$ cat config.mk
export PLATFORM = sky130hd
export DESIGN_NAME = fp_simd_sequencer
export DESIGN_NICKNAME = d
export VERILOG_FILES = /design/src/rtl/fp_simd_pkg.sv /design/src/rtl/simd_cmd_fifo.sv /design/src/rtl/fp_simd_sequencer.sv
export SDC_FILE = /design/constraint.sdc
export NUM_CORES = 1
export LEC_CHECK = 0
export CELL_PAD_IN_SITES_DETAIL_PLACEMENT = 1
export CELL_PAD_IN_SITES_GLOBAL_PLACEMENT = 2
export CORE_MARGIN = 2
export CORE_UTILIZATION = 35
export DETAILED_ROUTE_END_ITERATION = 10
export GPL_ROUTABILITY_DRIVEN = 0
export PLACE_DENSITY_LB_ADDON = 0.12
export SLEW_MARGIN = 20
export SYNTH_ARGS = -nofsm -noshare
export SYNTH_HDL_FRONTEND = slang
export SYNTH_HIERARCHICAL = 1
export SYNTH_SLANG_ARGS = --single-unit
$ cat constraint.sdc
create_clock -name clk -period 7.93 [get_ports clk]
set_input_delay 2.379 -clock clk [delete_from_list [all_inputs] [get_ports clk]]
set_output_delay 2.379 -clock clk [all_outputs]
set_load 0.05 [all_outputs]
$ cat src/rtl/fp_simd_pkg.sv
// Shared definitions for the FP_SIMD unit and its command sequencer:
// vector geometry, opcodes, sequencer states and the queued command layout.
package fp_simd_pkg;

    localparam int SIMD_WIDTH = 4;
    localparam int FP_WIDTH   = 22;
    localparam int VW         = SIMD_WIDTH * FP_WIDTH;

    localparam logic [2:0] OP_ADD        = 3'd0;
    localparam logic [2:0] OP_SUB        = 3'd1;
    localparam logic [2:0] OP_MUL        = 3'd2;
    localparam logic [2:0] OP_RCP        = 3'd3;
    localparam logic [2:0] OP_REDUCE_ADD = 3'd4;
    localparam logic [2:0] OP_REDUCE_MUL = 3'd5;
    localparam logic [2:0] OP_LOAD1      = 3'd6;
    localparam logic [2:0] OP_LOAD2      = 3'd7;

    typedef enum logic [1:0] {
        S_IDLE   = 2'd0,
        S_ISSUE  = 2'd1,
        S_WAIT   = 2'd2,
        S_RESULT = 2'd3
    } seq_state_t;

    typedef struct packed {
        logic [2:0]    opcode;
        logic [VW-1:0] in1;
        logic [VW-1:0] in2;
    } simd_cmd_t;

    // Loads finish inside the SIMD without ever raising busy or valid.
    function automatic logic is_load_op(input logic [2:0] op);
        return (op == OP_LOAD1) || (op == OP_LOAD2);
    endfunction

endpackage

$ cat src/rtl/simd_cmd_fifo.sv
// Small synchronous FIFO holding queued SIMD commands; the head entry is
// presented combinationally and is only released by an explicit pop.
module simd_cmd_fifo #(
    parameter int WIDTH = 8,
    parameter int DEPTH = 4
) (
    input  logic             clk,
    input  logic             rst_n,
    input  logic             push,
    input  logic [WIDTH-1:0] push_data,
    input  logic             pop,
    output logic [WIDTH-1:0] head,
    output logic             full,
    output logic             empty
);

    localparam int AW = $clog2(DEPTH);

    logic [WIDTH-1:0] mem [DEPTH];
    logic [AW-1:0]    wr_ptr;
    logic [AW-1:0]    rd_ptr;
    logic [AW:0]      count;
    logic             do_push;
    logic             do_pop;

    // A push while full is dropped even if a pop frees a slot this cycle.
    assign do_push = push && !full;
    assign do_pop  = pop && !empty;

    assign full  = (count == (AW+1)'(DEPTH));
    assign empty = (count == '0);
    assign head  = mem[rd_ptr];

    always_ff @(posedge clk) begin
        if (do_push) begin
            mem[wr_ptr] <= push_data;
        end
    end

    always_ff @(posedge clk or negedge rst_n) begin
        if (!rst_n) begin
            wr_ptr <= '0;
            rd_ptr <= '0;
            count  <= '0;
        end else begin
            if (do_push) begin
                wr_ptr <= wr_ptr + 1'b1;
            end
            if (do_pop) begin
                rd_ptr <= rd_ptr + 1'b1;
            end
            case ({do_push, do_pop})
                2'b10:   count <= count + 1'b1;
                2'b01:   count <= count - 1'b1;
                default: count <= count;
            endcase
        end
    end

endmodule

$ cat src/rtl/fp_simd_sequencer.sv
// Issues queued {opcode, in1, in2} commands one at a time to the FP_SIMD unit,
// holds operands until completion and returns results over a valid/ready port.
module fp_simd_sequencer
    import fp_simd_pkg::*;
#(
    parameter int FIFO_DEPTH = 4,
    parameter int TIMEOUT    = 15
) (
    input  logic          clk,
    input  logic          rst_n,
    input  logic          i_cmd_valid,
    output logic          o_cmd_ready,
    input  logic [2:0]    i_cmd_opcode,
    input  logic [VW-1:0] i_cmd_in1,
    input  logic [VW-1:0] i_cmd_in2,
    output logic          o_res_valid,
    input  logic          i_res_ready,
    output logic [VW-1:0] o_res_data,
    output logic [2:0]    o_res_opcode,
    output logic          o_simd_en,
    output logic [2:0]    o_simd_opcode,
    output logic [VW-1:0] o_simd_in1,
    output logic [VW-1:0] o_simd_in2,
    input  logic          i_simd_busy,
    input  logic          i_simd_valid,
    input  logic [VW-1:0] i_simd_output,
    output logic          o_error,
    input  logic          i_clr_error,
    output logic          o_idle
);

    localparam int CW = $clog2(TIMEOUT + 1);

    simd_cmd_t  push_cmd;
    simd_cmd_t  head_cmd;
    logic       fifo_full;
    logic       fifo_empty;
    logic       pop;
    logic       timeout_hit;
    seq_state_t state;
    logic [CW-1:0] wait_cnt;

    assign push_cmd = '{opcode: i_cmd_opcode, in1: i_cmd_in1, in2: i_cmd_in2};

    simd_cmd_fifo #(
        .WIDTH ($bits(simd_cmd_t)),
        .DEPTH (FIFO_DEPTH)
    ) u_cmd_fifo (
        .clk       (clk),
        .rst_n     (rst_n),
        .push      (i_cmd_valid),
        .push_data (push_cmd),
        .pop       (pop),
        .head      (head_cmd),
        .full      (fifo_full),
        .empty     (fifo_empty)
    );

    // The SIMD keeps sampling its inputs after issue, so they come straight
    // from the queue head, which is only popped once the command is done.
    assign o_cmd_ready   = !fifo_full;
    assign o_simd_opcode = fifo_empty ? 3'd0 : head_cmd.opcode;
    assign o_simd_in1    = fifo_empty ? '0 : head_cmd.in1;
    assign o_simd_in2    = fifo_empty ? '0 : head_cmd.in2;
    assign o_idle        = fifo_empty && (state == S_IDLE);

    assign timeout_hit = (state == S_WAIT) && !i_simd_valid &&
                         (wait_cnt == CW'(TIMEOUT - 1));

    always_comb begin
        pop = 1'b0;
        case (state)
            S_ISSUE: pop = is_load_op(head_cmd.opcode);
            S_WAIT:  pop = i_simd_valid || timeout_hit;
            default: pop = 1'b0;
        endcase
    end

    always_ff @(posedge clk or negedge rst_n) begin
        if (!rst_n) begin
            state        <= S_IDLE;
            wait_cnt     <= '0;
            o_simd_en    <= 1'b0;
            o_res_valid  <= 1'b0;
            o_res_data   <= '0;
            o_res_opcode <= 3'd0;
            o_error      <= 1'b0;
        end else begin
            // A timeout outranks a simultaneous clear so no abort goes unseen.
            if (timeout_hit) begin
                o_error <= 1'b1;
            end else if (i_clr_error) begin
                o_error <= 1'b0;
            end

            case (state)
                S_IDLE: begin
                    if (!fifo_empty && !i_simd_busy && !o_res_valid) begin
                        state     <= S_ISSUE;
                        o_simd_en <= 1'b1;
                    end
                end
                S_ISSUE: begin
                    o_simd_en <= 1'b0;
                    if (is_load_op(head_cmd.opcode)) begin
                        state <= S_IDLE;
                    end else begin
                        wait_cnt <= '0;
                        state    <= S_WAIT;
                    end
                end
                S_WAIT: begin
                    if (i_simd_valid) begin
                        o_res_data   <= i_simd_output;
                        o_res_opcode <= head_cmd.opcode;
                        o_res_valid  <= 1'b1;
                        state        <= S_RESULT;
                    end else if (timeout_hit) begin
                        state <= S_IDLE;
                    end else begin
                        wait_cnt <= wait_cnt + 1'b1;
                    end
                end
                S_RESULT: begin
                    if (i_res_ready) begin
                        o_res_valid <= 1'b0;
                        state       <= S_IDLE;
                    end
                end
                default: begin
                    state <= S_IDLE;
                end
            endcase
        end
    end

endmodule
==> flow_metrics.py <==
metrics = {
    "status": {
        "outcome": "completed",
    },
    "synthesis": {
        "ys_warn_count": 6,
        "synth_mux_area_share_pct": 16.8,
        "synth_flop_cell": "edfxtp_1",
        "ys_seq_elements": 823,
        "synth_fa_ha_area_share_pct": 0.537,
        "syn_area_per_cell_um2": 22.1,
        "synth_compound_area_share_pct": 0.585,
        "syn-cell-area_um2": 31700,
        "yosysUniqueCellTypes": 44,
        "synth_fp_nets": 1720,
        "synth_xor_area_share_pct": 0.166,
        "async_flop_share_pct": 13.0,
        "yosysSeqAreaShare_pct": 76.3,
        "synth_edf_count": 716,
        "synth_top_family_by_area": "multiplexers",
        "synthSimpleGateAreaFrac_pct": 4.09,
        "synthCells": 1433,
    },
    "power": {
        "power_switching_uw": 7700,
        "pwr-share-clk_pct": 22.1,
        "p_leak_uw": 0.0142,
        "internal_power_uw": 11600,
        "power_frac_comb_pct": 45.8,
        "p_per_area_nw_per_um2": 464,
        "p_seq_share_pct": 32.1,
        "p_sw_share_pct": 39.9,
        "peakVddDrop_uv": 268,
    },
    "drt": {
        "ant_nets": 0,
        "num_vias": 15929,
        "drcViolationCount": 0,
        "wl_per_cell_um": 24.4,
        "dr.pass1.iters": 4,
        "via_per_inst": 4.85,
        "drtIter0Drc": 904,
        "routed_wl_mm": 80.2,
    },
    "flow_run": {
        "max_cap_viol_count": 0,
    },
    "worst_setup_path": {
        "critical_path.startpoint": "u_cmd_fifo/rd_ptr[1]",
        "cpLargestDelayFamily": "buffers and inverters",
        "path_cells": "buf_12, mux4_2, nor2b_1, clkdlybuf4s50_1",
        "slowest_delay_ps": 870,
        "r2r_slack_ps": 4050,
        "cp-start-kind": "flip-flop",
        "crit_path_max_fanout": 106,
        "crit_slowest_cell": "clkdlybuf4s50_1",
        "cp.buffers_inverters": 2,
        "crit_cells": 4,
        "crit_type": "flip-flop to output port",
        "critical_path_arrival_ps": 3690,
        "r2r_end": "u_cmd_fifo/count[2]",
        "worst_setup_path_end_kind": "output port",
        "crit_end": "o_simd_in2[80]",
        "r2r-start": "u_cmd_fifo/rd_ptr[1]",
        "worstPathRequired_ps": 5550,
        "r2r_cells": 11,
    },
    "global_routing": {
        "grt_max_degree": 109,
        "antenna_found_initial": 21,
        "overflow": 0,
        "grt_pass1_vias": 17693,
        "gr-usage-all-layers_pct": 17.4,
        "grt_pass1_wl_mm": 120,
    },
    "clock_network": {
        "cts_tree": "done",
        "clk_latency_ps": 650,
        "postCtsHoldBufs": 0,
        "htreeDepth": 3,
        "root_buffer": "clkbuf_16",
        "clock-sinks": 823,
        "cts-resized-gates": 0,
        "postCtsSetupBuffers": 0,
        "clock_path_buffers": 3,
        "numCtsBuffers": 93,
        "clk_pin_slew_ps": 60,
    },
    "sta": {
        "setup_viol": 0,
        "slew_violations": 0,
        "post-route-period-util_pct": 76.5,
        "slew_headroom_pct": 28.1,
        "fmax_ghz": 0.165,
        "min_period_ps": 6070,
        "hold_viol_final": 0,
        "rsz0062_at_grt": "no",
        "fin_skew_ps": 18.8,
        "worst_pin_slew_ps": 1080,
        "fin_setup_tns_ps": 0,
    },
    "floorplan": {
        "io_pins": 549,
        "initial_core_util_pct": 35.2,
        "fp.dieArea_um2": 92900,
        "fp.coreArea_um2": 89900,
        "die_x_um": 305,
        "rows": 110,
        "chipHeight_um": 305,
    },
    "final_layout": {
        "drive_gt1_share_pct": 21.1,
        "nets": 2317,
        "area_growth_pct": 31.2,
        "stdcell_count": 3287,
    },
    "place": {
        "dp.final_hpwl_mm": 49.4,
        "dpl.cell_count": 3111,
        "port_buffers": 548,
    },
    "hold_path": {
        "hold_path_class": "flip-flop to flip-flop",
    },
}
power by group through the flow:
stage	combinational (uW)	clock, uW	sequential, uW
floorplan	5230	0	7100
global placement	9010	0	6230
detailed placement	9000	0	6300
CTS	9040	4400	6210
global route	9300	4560	6300
finish	8840	4260	6190
final cells by class:
| cell class | instances | area, um2 |
|---|---|---|
| Antenna cell | 5 | 12.5 |
| Clock buffer | 110 | 2420 |
| Clock inverter | 61 | 614 |
| Fill cell | 8325 | 48300 |
| Inverter | 14 | 52.6 |
| Multi-Input combinational cell | 525 | 7030 |
| Sequential cell | 823 | 24200 |
| Tap cell | 1176 | 1470 |
| Timing Repair Buffer | 573 | 5780 |
per-stage QoR:
step / hold WS [ps] / total power [uW] / utilization (%) / cell area (um2) / setup slack (ps)
final: 503 / 19300 / 46.3 / 41600 / 1860
after global routing: 522 / 20200 / 46.3 / 41600 / 1610
after CTS: 505 / 19600 / 46.2 / 41600 / 1780
after detailed placement: 492 / 15300 / 42.9 / 38500 / 2490
after global placement: 488 / 15200 / 42.9 / 38500 / 2470
after floorplan: 477 / 12300 / - / 31700 / 538
Yosys cell counts, types with 2 or more instances:
library cell	number	area share [%]
a21bo_2	2	0.063
a21oi_1	4	0.063
a32o_1	2	0.063
and2_1	5	0.099
buf_2	26	0.41
buf_4	2	0.047
buf_6	17	0.60
clkbuf_1	25	0.30
dfrtp_1	107	8.5
edfxtp_1	716	68
ha_1	12	0.47
inv_1	14	0.17
mux2_2	34	1.2
mux2_4	59	2.8
mux4_2	179	13
nand2_1	3	0.036
nand2b_1	2	0.039
nand3_1	3	0.047
nand4_1	2	0.039
nor2_1	3	0.036
nor2b_1	182	3.6
nor3_1	2	0.032
nor3b_1	2	0.047
o21ai_0	4	0.063
o2bb2ai_1	2	0.055
o31a_1	2	0.055
xnor2_1	3	0.083
xor2_1	3	0.083
layout by cell type, fill, tap and decap left out, types with 21 or more instances in the layout:
cell type        instances
edfxtp_1               716
clkdlybuf4s50_1        547
mux2_4                  59
nor2b_1                182
mux2_2                  34
mux4_2                 179
clkbuf_16               94
clkinv_1                21
dfrtp_1                105
kinds of logic (layout without fill, tap and decap cells):
kind of cell               count (synthesis)  count (layout)
muxes                                    273             273
DFF                                      823             823
and+or+nand+nor                          209             209
adders and majority gates                 13              13
xor gates and xnor gates                   6               6
AOI/OAI and AO/OA                         24              24
other                                      0               5
buffers and inverters                     85             758
routing by layer:
metal	global-route usage, %	share of wire, %	up-vias	routed length (um)
met5	0	0.30	-	237
met4	5.25	2.4	36	1920
met3	6.41	8.2	148	6600
met2	29.1	50	423	40200
met1	20.9	39	8371	31200
li1	-	-	6951	-
worst register-to-register path, cell delays in order (launching register included):
cell and delay (ps):
dfrtp_4 760, buf_12 570, mux4_2 510, nand3_1 260, a21boi_0 380, o31a_1 280, ha_1 210, inv_1 60
fa_1 370, xor2_1 150, nor2_1 120, xor2_1 150
state kept, by name, summed over array words and instances, names as in the netlist:
register,cells
u_cmd_fifo/wr_ptr,2
o_error,1
u_cmd_fifo/mem,716
state,2
o_res_opcode,3
o_res_data,88
o_simd_en,1
o_res_valid,1
u_cmd_fifo/count,3
u_cmd_fifo/rd_ptr,2
wait_cnt,4
worst min-delay path by stage:
stage / slack (ps) / start / cells after the start / end
floorplan: 480 / u_cmd_fifo/count[2] / 1 / u_cmd_fifo/count[2]
global placement: 490 / o_res_data[29] / 1 / o_res_data[29]
detailed placement: 490 / o_res_data[42] / 1 / o_res_data[42]
CTS: 510 / o_res_data[42] / 1 / o_res_data[42]
global route: 520 / o_res_data[27] / 1 / o_res_data[27]
finish: 500 / o_res_data[35] / 1 / o_res_data[35]
No activity file was read; power rests on OpenSTA's default activity.
